**config.mk**
```make
export PLATFORM = sky130hd
export DESIGN_NAME = score_keeper
export DESIGN_NICKNAME = d
export VERILOG_FILES = /design/src/rtl/score_keeper.sv
export SDC_FILE = /design/constraint.sdc
export NUM_CORES = 1
export LEC_CHECK = 0
export ABC_AREA = 0
export BUFFER_PORTS_ARGS = -buffer_cell sky130_fd_sc_hd__buf_2
export CORE_ASPECT_RATIO = 1.1
export CORE_UTILIZATION = 60
export CTS_CLUSTER_DIAMETER = 40
export CTS_CLUSTER_SIZE = 8
export DETAILED_ROUTE_END_ITERATION = 16
export HOLD_SLACK_MARGIN = 0.12
export PLACE_DENSITY = 0.82
export SYNTH_ARGS = -nofsm -noshare
export SYNTH_HDL_FRONTEND = slang
export SYNTH_SLANG_ARGS = --single-unit
```
**constraint.sdc**
```tcl
create_clock -name clk -period 9.3 [get_ports clk]
set_input_delay 0.93 -clock clk [delete_from_list [all_inputs] [get_ports clk]]
set_output_delay 0.93 -clock clk [all_outputs]
set_load 0.01 [all_outputs]
```
**src/rtl/score_keeper.sv**
```systemverilog
// score_keeper: current-game score and session high score for the snake game,
// feeding a registered 0..9999 value to the 4-digit seven-segment driver.
// During game-over the displayed value alternates between final score and
// high score. Optional combo scoring is enabled by defining SCORE_COMBO_EN.
module score_keeper #(
    parameter int POINTS_PER_FOOD = 1,
    parameter int MAX_SCORE       = 9999,
    parameter int SHOW_CYCLES     = 25000000,
    parameter int COMBO_CYCLES    = 50000000
) (
    input  logic        clk,
    input  logic        reset,
    input  logic        start,
    input  logic        food_eaten,
    input  logic        game_over,
    output logic [15:0] displayed_number,
    output logic [13:0] score,
    output logic [13:0] high_score,
    output logic        playing
);

    typedef enum logic [1:0] {
        S_IDLE    = 2'b00,
        S_PLAYING = 2'b01,
        S_OVER    = 2'b10
    } state_t;

    localparam int              ALT_W    = (SHOW_CYCLES > 2) ? $clog2(SHOW_CYCLES) : 1;
    localparam logic [ALT_W-1:0] ALT_LAST = ALT_W'(SHOW_CYCLES - 1);
    localparam logic [14:0]     MAX_W    = 15'(MAX_SCORE);
    localparam logic [14:0]     PTS_1    = 15'(POINTS_PER_FOOD);

    state_t             r_state;
    state_t             w_state_next;
    logic [13:0]        r_score;
    logic [13:0]        r_high;
    logic [15:0]        r_disp;
    logic               r_food_d;
    logic [ALT_W-1:0]   r_alt_timer;
    logic               r_alt_sel;
    logic               w_eat;
    logic               w_start_game;
    logic [14:0]        w_pts;
    logic [13:0]        w_score_inc;
    logic [13:0]        w_final;
    logic [13:0]        w_src;

    // Saturating add: sum is formed 15 bits wide so it can never wrap.
    function automatic logic [13:0] sat_add(input logic [13:0] base, input logic [14:0] pts);
        logic [14:0] sum;
        sum = {1'b0, base} + pts;
        return (sum > MAX_W) ? MAX_W[13:0] : sum[13:0];
    endfunction

    function automatic logic [13:0] max14(input logic [13:0] a, input logic [13:0] b);
        return (a > b) ? a : b;
    endfunction

    assign w_eat        = food_eaten & ~r_food_d;
    assign w_start_game = start && ((r_state == S_IDLE) || (r_state == S_OVER));
    assign w_score_inc  = sat_add(r_score, w_pts);
    // An eat coinciding with game_over still counts toward the final score.
    assign w_final      = w_eat ? w_score_inc : r_score;

`ifdef SCORE_COMBO_EN
    localparam int               CMB_W    = $clog2(COMBO_CYCLES + 1);
    localparam logic [CMB_W-1:0] CMB_LOAD = CMB_W'(COMBO_CYCLES);

    logic [CMB_W-1:0] r_combo_timer;

    // Combo window: reload on every eat while playing, otherwise count down to 0.
    always_ff @(posedge clk or posedge reset) begin
        if (reset) begin
            r_combo_timer <= '0;
        end else if (w_start_game) begin
            r_combo_timer <= '0;
        end else if ((r_state == S_PLAYING) && w_eat) begin
            r_combo_timer <= CMB_LOAD;
        end else if (r_combo_timer != '0) begin
            r_combo_timer <= r_combo_timer - 1'b1;
        end
    end

    assign w_pts = (r_combo_timer != '0) ? 15'(2 * POINTS_PER_FOOD) : PTS_1;
`else
    assign w_pts = PTS_1;
`endif

    // State register.
    always_ff @(posedge clk or posedge reset) begin
        if (reset) begin
            r_state <= S_IDLE;
        end else begin
            r_state <= w_state_next;
        end
    end

    // Next-state and display-source selection; start wins over game_over outside PLAYING.
    always_comb begin
        w_state_next = r_state;
        w_src        = r_high;
        case (r_state)
            S_IDLE: begin
                w_src = r_high;
                if (start) w_state_next = S_PLAYING;
            end
            S_PLAYING: begin
                w_src = r_score;
                if (game_over) w_state_next = S_OVER;
            end
            S_OVER: begin
                w_src = r_alt_sel ? r_high : r_score;
                if (start) w_state_next = S_PLAYING;
            end
            default: begin
                w_src        = r_high;
                w_state_next = S_IDLE;
            end
        endcase
    end

    // Edge detector history, sampled in every state.
    always_ff @(posedge clk or posedge reset) begin
        if (reset) begin
            r_food_d <= 1'b0;
        end else begin
            r_food_d <= food_eaten;
        end
    end

    // Current score: cleared on game start, saturating increment per eat while playing.
    always_ff @(posedge clk or posedge reset) begin
        if (reset) begin
            r_score <= '0;
        end else if (w_start_game) begin
            r_score <= '0;
        end else if ((r_state == S_PLAYING) && w_eat) begin
            r_score <= w_score_inc;
        end
    end

    // High score: updated on the game-over edge with the final score.
    always_ff @(posedge clk or posedge reset) begin
        if (reset) begin
            r_high <= '0;
        end else if ((r_state == S_PLAYING) && game_over) begin
            r_high <= max14(r_high, w_final);
        end
    end

    // Game-over alternation timer; held at zero outside OVER so OVER starts clean.
    always_ff @(posedge clk or posedge reset) begin
        if (reset) begin
            r_alt_timer <= '0;
            r_alt_sel   <= 1'b0;
        end else if ((r_state != S_OVER) || start) begin
            r_alt_timer <= '0;
            r_alt_sel   <= 1'b0;
        end else if (r_alt_timer == ALT_LAST) begin
            r_alt_timer <= '0;
            r_alt_sel   <= ~r_alt_sel;
        end else begin
            r_alt_timer <= r_alt_timer + 1'b1;
        end
    end

    // Registered display value; lags score/high_score by one cycle.
    always_ff @(posedge clk or posedge reset) begin
        if (reset) begin
            r_disp <= '0;
        end else begin
            r_disp <= {2'b00, w_src};
        end
    end

    assign displayed_number = r_disp;
    assign score            = r_score;
    assign high_score       = r_high;
    assign playing          = (r_state == S_PLAYING);

endmodule

```
==> results.md, run 1 <==
- Status: finished clean
- Ys flop type: dfrtp_1
- Clock sink count: a little over 70
- WL per Instance: 16.5 um
- Max H-tree Level: 3
- Worst EP required: 9.53 ns
- Total chip power: 947 uW
- Layout cell share with drive strength beyond 1: approximately 16%
- Total Nets Final: 533
- Inserted Diodes: 0
- # resized after CTS: 0
- Post-synth EDFFs: 0
- Clock Latency Late Sink: 0.35 ns
- Worst-Margin Slew: ~1.2 ns
- Relative slew slack: between 20% and 30%
- Post-Syn Instances: 478
- Clock skew: slightly above 0.008 ns
- Worst EP arrival: 5.92 ns
- Mapped cell area: roughly 0.0042 mm^2
- Crit path kind: register to register
- Dpl hpwl: 6.90 mm
- Synthesized area per cell: 8.87 um^2
- Core footprint: between 0.006 and 0.007 mm^2
- Reg2Reg Setup Slack: around 3.6 ns
- Total number of vias: ~3800
- Routed WL: 9.80 mm
- Initial core utilization: 63.2%
- Peak supply drop: 0.168 mV
- Setup Slack @ Placement: 3.89 ns
- Gpl congestion: approximately 0.92
- Final WS setup: 3.61 ns
- Yosys warns: 0
- Standard-cell rows: 31
- Layout area overhead: 8.98%
- Netlist cell types: 54
- Area share of the largest cell type after synthesis: a little over two fifths
- Commonest cells in the netlist: dfrtp_1, nor2_1, nand2_1
- Die W: about 80 um
- Vias per inst: 6.35
- DR iter-0 viols: 402
- First-pass GRT wire length: 16.6 mm
- Hold Crit Class: register to register
- Most common cell in the netlist: dfrtp_1
- Full die area: approximately 0.0074 mm^2
- Remaining Overflow, GRT: 0
- Antenna-violating nets left: 0
- Pins over their slew limit: 0
- Fin crit share: 61.2%
- Hold-critical path endpoint: r_alt_timer[0]
- Worst setup SP type: register
- Cts bufs inserted: 9
- Ranking of synthesized cells by area: dfrtp_1, ha_1, nor2_1
- Leakage power: 0.00205 uW
- RSZ-0062 raised after global routing: false
- Largest net degree at the start of global routing: 72
- Hold Vio Cnt, Final: 0
- Initial antenna violation count: 0
- Pre-antenna DRT Iters: 5
- Async SR Flop Fraction: 100%
- Area leader, netlist: dfrtp_1
- Power Density: 205 mW/mm^2
- Fmax: 0.176 GHz
- Setup bufs post-CTS: 0
- Clock-pin slew on the worst setup and hold paths: about 0.070 ns
- Reg2reg start: score[1]
- Height of the chip: 90.1 um
- GRT Total Usage: 29.0%
- Tmin final: 5.69 ns
- CTS Root Cell: clkbuf_8
- Setup TNS: 0 ns
- Worst-path fanout max: 23
- CTS tree: built
- Post-synthesis sequential area ratio: 41.9%
- Worst setup EP type: register
- Max cap viols: 0
- Final setup viols: 0
- DRC violations left: 0
- Num ports: 50
- FF-to-FF End: high_score[1]
- Hold_buf cts: 0
- PortBufs: 47
- Hold Crit Start: r_alt_timer[0]
- FF+latch count, synth: ~70
- Deepest clock path buffer count: 2
- R2r worst-path depth: 16
- Hold-critical path depth: 1
- Vias in the first global route: 3503
-- logic make-up (layout without fill, tap and decap cells) --
| family | Yosys count | after routing | share of synthesized area, % |
|---|---|---|---|
| buffers and inverters | 45 | 78 | 5.26 |
| other | 1 | 2 | 0.0885 |
| XOR/XNOR | 25 | 25 | 5.17 |
| AND/OR/NAND/NOR | 207 | 207 | 24.1 |
| flip-flops | 71 | 71 | 41.9 |
| AO/OA/AOI/OAI | 107 | 107 | 17.0 |
| adder cells (fa/ha/maj) | 21 | 21 | 6.20 |
| multiplexers | 1 | 1 | 0.266 |
-- worst max path at each step --
stage                    end      from
4_1_cts        high_score[1]  score[1]
6_report       high_score[1]  score[1]
3_3_place_gp   high_score[1]  score[1]
3_5_place_dp   high_score[1]  score[1]
2_1_floorplan  high_score[4]  score[1]
5_1_grt        high_score[1]  score[1]
-- where the power goes --
| group | total (uW) | switching, uW | internal [uW] |
|---|---|---|---|
| clock | 249 | 118 | 131 |
| sequential | 389 | 37.7 | 351 |
| combinational | 309 | 192 | 117 |
-- metrics by stage --
| stage | area [um^2] | std cells | hold WS (ns) | util, % |
|---|---|---|---|---|
| after floorplan | 4240 | 479 | 0.448 | - |
| after global placement | 4420 | 578 | 0.468 | 65.9 |
| after detailed placement | 4420 | 578 | 0.475 | 65.9 |
| after CTS | 4620 | 594 | 0.486 | 68.8 |
| after global routing | 4620 | 594 | 0.522 | 68.8 |
| final | 4620 | 594 | 0.479 | 68.8 |
-- routing by layer --
layer / vias to the layer above / share of wire (%) / global-route usage [%]
li1: 1760 / - / -
met3: 22 / 7.0 / 5.48
met2: 160 / 46 / 43.1
met4: 0 / 1.7 / 11.0
met1: 1829 / 45 / 41.3
met5: - / 0 / 0
-- flip-flops by register name, summed over array words and instances, names as in the netlist --
register,cells
r_alt_timer,25
r_state,2
score,14
displayed_number,14
r_food_d,1
r_alt_sel,1
high_score,14
-- area by class of cell --
type	instances	area (um^2)
clock inverter	5	56.3
fill	559	2090
multi-input combinational	363	2240
tap	82	103
clock buffer	11	141
timing repair buffer	49	250
sequential	71	1780
inverter	13	48.8
-- cell usage in the layout, fill, tap and decap left out, types with 3 or more instances in the layout --
cell	count
or2_2	6
inv_1	12
a22o_1	19
xnor2_1	11
a21oi_1	21
nor2b_1	4
a31oi_1	12
o21ai_0	23
and3_1	11
nand3_1	30
and2_1	10
nand2_1	45
nor3_1	14
nand4_1	6
nor2_1	58
nor3b_1	3
clkbuf_8	10
o31ai_1	9
or3_1	6
buf_2	47
ha_1	21
dfrtp_1	71
xor2_1	14
-- critical path: stages (launching register included) --
cell and delay [ns]:
dfrtp_1 0.55, ha_1 0.49, and4_4 0.32, a21oi_1 0.07
o32ai_1 0.34, o311ai_0 0.22, or3_1 0.38, nand2_1 0.57
o21ai_0 0.29, and2_1 0.24, ha_1 0.30, nand4_1 0.12
nor3_1 0.30, o31ai_1 0.16, a32oi_1 0.96, a311oi_1 0.08
a21o_1 0.20
No activity file was read; power rests on OpenSTA's default activity.
==> run 2, diff against run 1 <==
==> config.mk (replaced) <==
export PLATFORM = sky130hd
export DESIGN_NAME = score_keeper
export DESIGN_NICKNAME = d
export VERILOG_FILES = /design/src/rtl/score_keeper.sv
export SDC_FILE = /design/constraint.sdc
export NUM_CORES = 1
export LEC_CHECK = 0
export ABC_AREA = 1
export BUFFER_PORTS_ARGS = -buffer_cell sky130_fd_sc_hd__buf_2
export CORE_ASPECT_RATIO = 1.1
export CORE_UTILIZATION = 53
export CTS_CLUSTER_DIAMETER = 40
export CTS_CLUSTER_SIZE = 8
export DETAILED_ROUTE_END_ITERATION = 16
export HOLD_SLACK_MARGIN = 0.12
export PLACE_DENSITY = 0.76
export SYNTH_ARGS = -nofsm -noshare
export SYNTH_HDL_FRONTEND = slang
export SYNTH_SLANG_ARGS = --single-unit
==> constraint.sdc (replaced) <==
create_clock -name clk -period 5.1 [get_ports clk]
set_input_delay 0.51 -clock clk [delete_from_list [all_inputs] [get_ports clk]]
set_output_delay 0.51 -clock clk [all_outputs]
set_load 0.01 [all_outputs]
==> results.md, run 2 <==
- Clock-pin slew on the worst setup and hold paths: 0.09 ns
- Post-synthesis sequential area ratio: 41.2%
- Mapped cell area: approximately 0.0043 mm^2
- Crit path kind: register to register
- Layout cell share with drive strength beyond 1: about 17%
- Tmin final: ~4.4 ns
- Largest Register: r_alt_timer
- Remaining Overflow, GRT: 0
- Vias in the first global route: 3477
- CTS Root Cell: clkbuf_8
- Worst setup EP type: register
- Multi-input gate area: 0.00214 mm^2
- Status: finished clean
- Vias per inst: 5.43
- Clock skew: 0.0144 ns
- Hold Vio Cnt, Final: 0
- Filler cell count: approximately 710
- Worst setup SP type: register
- Largest register FFs: 25
- Max cap viols: 0
- Initial antenna violation count: 0
- Commonest cells in the netlist: nand2_1, inv_1, dfrtp_1
- Async SR Flop Fraction: 100%
- Ys flop type: dfrtp_1
- Final setup viols: 0
- Power Density: 374 mW/mm^2
- DRC violations left: 0
- Pins over their slew limit: 0
- Antenna-violating nets left: 0
- Most common cell after layout, fill and taps aside: nand2_1
- Clock Latency Late Sink: 0.35 ns
- DR iter-0 viols: approximately 260
- Most common cell in the netlist: nand2_1
- Ranking of synthesized cells by area: dfrtp_1, nand2_1, inv_1
- Register area: between 0.0015 and 0.002 mm^2
- CTS tree: built
- Fin crit share: 87.0%
- Inserted Diodes: 0
- PortBufs: 47
- Area share of the largest cell type after synthesis: about two fifths
- Peak supply drop: about 0.36 mV
- Netlist cell types: 39
- Deepest clock path buffer count: 2
- Post-Syn Instances: 559
- Synthesized area per cell: 7.71 um^2
- Worst EP required: 5.35 ns
- Routed WL: 10.5 mm
- Layout area overhead: 11.8%
- Gpl congestion: between 0.9 and 1
- Die W: 88.0 um
- Worst-path fanout max: 22
- Hold Crit Class: input port to register
- WL per Instance: 14.6 um
- Core footprint: 0.00791 mm^2
- Standard-cell rows: 34
- Max H-tree Level: 3
- First-pass GRT wire length: between 15 and 20 mm
- Worst EP arrival: 4.68 ns
- Cts bufs inserted: 9
- Worst-Margin Slew: 1.09 ns
- Post-synth EDFFs: 0
- RSZ-0062 raised after global routing: false
- Num ports: 50
- Largest net degree at the start of global routing: 72
- Clock sink count: 71
- Initial core utilization: a little over half
- Leakage power: approximately 0.0024 uW
- Pre-antenna DRT Iters: 5
- Area leader, netlist: dfrtp_1
- Full die area: around 0.0085 mm^2
- GRT Total Usage: about a quarter
- Placed Instance Area: 0.00462 mm^2
- Setup TNS: 0 ns
- Height of the chip: 96.6 um
- Fmax: approximately 0.23 GHz
- Yosys warns: 0
- Hold_buf cts: 0
- Commonest non-fill, non-tap cells in the layout: nand2_1, inv_1, dfrtp_1
- Relative slew slack: a little over a quarter
- Dpl hpwl: 7.76 mm
- FF+latch count, synth: 71
- Fin area: 0.00482 mm^2
- Total number of vias: 3893
- Total Nets Final: 630
## run 2: changes by cell type after synthesis, sizes merged, moves of 8 or more
cell,before,now
nand2,45,149
buf,16,7
nand3,30,48
a31oi,12,3
inv,13,86
and2,11,1
a22o,19,0
xnor2,11,2
xor2,14,4
and3,13,0
nor2,58,44
o32ai,2,14
o31ai,9,1
## run 2: timing repair
| action | CTS | global route |
|---|---|---|
| buffers inserted | 0 | 0 |
| gates resized for setup | 0 | 1 |
| setup endpoints to repair | 0 | 14 |
| hold endpoints to repair | 0 | 0 |
## run 2: final timing paths
check | startpoint | cells past startpoint | end | slack, ns
worst max-delay path | score[0] | 24 | high_score[13] | 0.67
worst min-delay path | food_eaten | 1 | r_food_d | 0.28
worst max register to register | score[0] | 24 | high_score[13] | 0.67
worst min register to register | r_alt_timer[0] | 1 | r_alt_timer[0] | 0.50
max in group asynchronous | reset | 3 | score[7] | 4.09
min in group asynchronous | reset | 3 | score[6] | 0.41
## run 2: power by group
group,internal (uW),switching (uW)
logic,207,421
registers,644,76.4
clock network,229,223
## run 2: area by class of cell
cell class	count	share of cell area, %
Clock inverter	6	1.43
Clock buffer	10	2.65
Sequential cell	71	36.9
Timing Repair Buffer	49	5.19
Multi-Input combinational cell	387	44.4
Inverter	86	6.70
Tap cell	108	2.80
## run 2: logic make-up after synthesis
kind of cell	synth area share, %
AND/OR/NAND/NOR	30.6
buffers and inverters	9.40
AO/OA/AOI/OAI	11.4
flip-flops	41.2
adder cells (fa/ha/maj)	6.09
XOR/XNOR	1.22
other	0.0870
## run 2: metrics by stage
step,setup WS [ns],util [%],total power [uW],instances,hold slack (ns)
after floorplan,1.64,-,1150,560,0.455
after detailed placement,0.386,58.4,1350,701,0.485
final,0.665,60.9,1800,717,0.278
after CTS,0.347,60.8,1800,717,0.267
after global placement,0.590,58.4,1320,701,0.469
after global routing,0.133,60.9,1930,717,0.258
## run 2: metal layers
metal	part of all wire, %	global-route usage (%)	up-vias
met5	0	0	-
met4	1.5	7.92	0
met3	5.6	4.59	13
met2	44	37.8	134
met1	48	40.7	1821
li1	-	-	1925
## run 2: worst max-delay path, cell delays in order, from the launching register on
cell	delay, ns
dfrtp_1	0.46
ha_1	0.24
nand2_2	0.10
nor2_8	0.16
nand4_1	0.12
nand2_1	0.11
nand2_1	0.11
nor2_1	0.10
nand2_1	0.05
nand2_1	0.07
nand2_2	0.08
nand2_2	0.40
nand3_2	0.12
nand2_1	0.16
inv_1	0.06
ha_1	0.27
nand2_1	0.07
nor2_1	0.05
o21ai_0	0.07
inv_1	0.05
o21ai_0	0.16
o2111ai_1	0.15
a21oi_2	0.53
inv_1	0.37
o21ai_0	0.28
==> run 3, diff against run 2 <==
--- a/config.mk
+++ b/config.mk
@@ -5,7 +5,6 @@
 export SDC_FILE = /design/constraint.sdc
 export NUM_CORES = 1
 export LEC_CHECK = 0
-export ABC_AREA = 1
 export BUFFER_PORTS_ARGS = -buffer_cell sky130_fd_sc_hd__buf_2
 export CORE_ASPECT_RATIO = 1.1
 export CORE_UTILIZATION = 53
==> results.md, run 3 (synthesized netlist as in run 1, its figures left out) <==
- Status: finished clean
- PortBufs: between 40 and 50
- Max cap viols: 0
- Antenna-violating nets left: 0
- Largest net degree at the start of global routing: 72
- DR iter-0 viols: 297
- Hold Vio Cnt, Final: 0
- Hold-critical path endpoint: r_food_d
- Most frequent CP cell: and2_1
- Placed Instance Area: 0.00453 mm^2
- Layout cell share with drive strength beyond 1: 17.8%
- Cts bufs inserted: 9
- DRC violations left: 0
- Crit path max-delay cell type: dfrtp_1
- Pre-antenna DRT Iters: 6
- Worst setup SP type: register
- Total number of vias: 3722
- CTS tree: built
- Inserted Diodes: 0
- Max H-tree Level: 3
- Num ports: 50
- Largest Register: r_alt_timer
- CTS Root Cell: clkbuf_8
- Worst setup EP type: register
- Reg2reg start: score[4]
- Hold Crit Start: food_eaten
- GRT Total Usage: between 20 and 30%
- Hold Crit Class: input port to register
- Worst EP arrival: 4.98 ns
- Leakage power: 0.00209 uW
- Fin crit share: slightly above 90%
- Clock sink count: slightly above 70
- Final setup viols: 0
- R2r worst-path depth: 16
- WL per Instance: 16.6 um
- Commonest non-fill, non-tap cells in the layout: dfrtp_1, nor2_1, buf_2
- Deepest clock path buffer count: 2
- Vias in the first global route: 3397
- Power Density: 360 mW/mm^2
- RSZ-0062 raised after global routing: false
- Setup bufs post-CTS: 0
- Fin area: roughly 0.0047 mm^2
- Most common cell after layout, fill and taps aside: dfrtp_1
- Pins over their slew limit: 0
- Dpl hpwl: between 7 and 8 mm
- Clock Latency Late Sink: 0.36 ns
- Total Nets Final: 544
- Full die area: 0.00836 mm^2
- Max incr delay on CP: 0.62 ns
- Tmin final: 4.75 ns
- Setup TNS: 0 ns
- CP Cell Sequence: and3_1 -> nand4_1 -> xnor2_1 -> nand3b_1 -> or3_1 -> and2_1 -> or4_1 -> and2_1 -> ha_1 -> nand2_1 -> nor3_1 -> o31ai_1 -> a32o_1 -> buf_4 -> nor2_1 -> a41oi_2
- Largest register FFs: 25
- Reg2Reg Setup Slack: 0.35 ns
- Gpl congestion: 0.931
- Initial antenna violation count: 0
- Post-Route Utilization: 62.2%
- Fmax: 0.211 GHz
- Height of the chip: 95.8 um
- Routed WL: 10.4 mm
- Worst EP required: 5.33 ns
- FF-to-FF End: high_score[5]
- Standard-cell rows: 33
- Crit path kind: register to register
- Peak supply drop: about 0.17 mV
- Relative slew slack: around 40%
- Worst-Margin Slew: 0.886 ns
- Layout area overhead: 11.5%
- Die W: 87.3 um
- Hold-critical path depth: 1
- Clock skew: 0.0107 ns
- Core footprint: 0.00760 mm^2
- Clock-pin slew on the worst setup and hold paths: 0.08 ns
- Initial core utilization: 55.8%
- Worst-path fanout max: 12
- Remaining Overflow, GRT: 0
- Vias per inst: 5.94
- First-pass GRT wire length: around 17 mm
run 3: per-layer routing:
metal | up-vias | part of all wire [%] | wire (um) | global-route usage (%)
li1 | 1771 | - | - | -
met1 | 1789 | 47 | 4920 | 38.8
met2 | 149 | 44 | 4610 | 40.7
met3 | 13 | 6.6 | 689 | 4.80
met4 | 0 | 1.6 | 168 | 8.61
met5 | - | 0 | 0 | 0
run 3: cell type report:
type	count	area, um^2
fillers	686	2870
multi-input cells	363	2260
flip-flops and latches	71	1780
repair buffers	60	333
clock buffers	10	138
well taps	105	131
inverters	13	48.8
clock inverters	5	33.8
run 3: worst max-delay path by stage:
stage,startpoint,end
6_report,score[4],high_score[5]
5_1_grt,score[1],high_score[6]
4_1_cts,score[1],high_score[1]
3_5_place_dp,score[1],high_score[1]
3_3_place_gp,score[0],high_score[1]
2_1_floorplan,score[1],high_score[4]
run 3: what timing repair did:
item / in CTS / in global routing
hold buffers: 0 / 0
endpoints found under the setup margin: 0 / 7
gates resized for setup: 0 / 3
run 3: power breakdown:
part | internal, uW | switching, uW | total [uW]
sequential | 640 | 56.9 | 697
combinational | 224 | 366 | 590
clock | 187 | 226 | 413
total | 1050 | 649 | 1700
run 3: metrics by stage:
stage                     instances  hold slack (ns)  total power, uW  worst slack [ns]
after floorplan                 479            0.448             1100             0.605
after global placement          612            0.466             1270             0.343
after detailed placement        612            0.481             1290             0.105
after CTS                       627            0.277             1690            0.0172
after global routing            627            0.280             1810            0.0528
final                           627            0.277             1700             0.351
run 3: worst max-delay path, delay by kind of cell (launching register included):
kind / cells / cell delay (ns)
and+or+nand+nor: 10 / 2.70
AOI/OAI and AO/OA: 3 / 0.62
DFF: 1 / 0.62
adders and majority gates: 1 / 0.28
xor gates and xnor gates: 1 / 0.20
buffers and inverters: 1 / 0.20
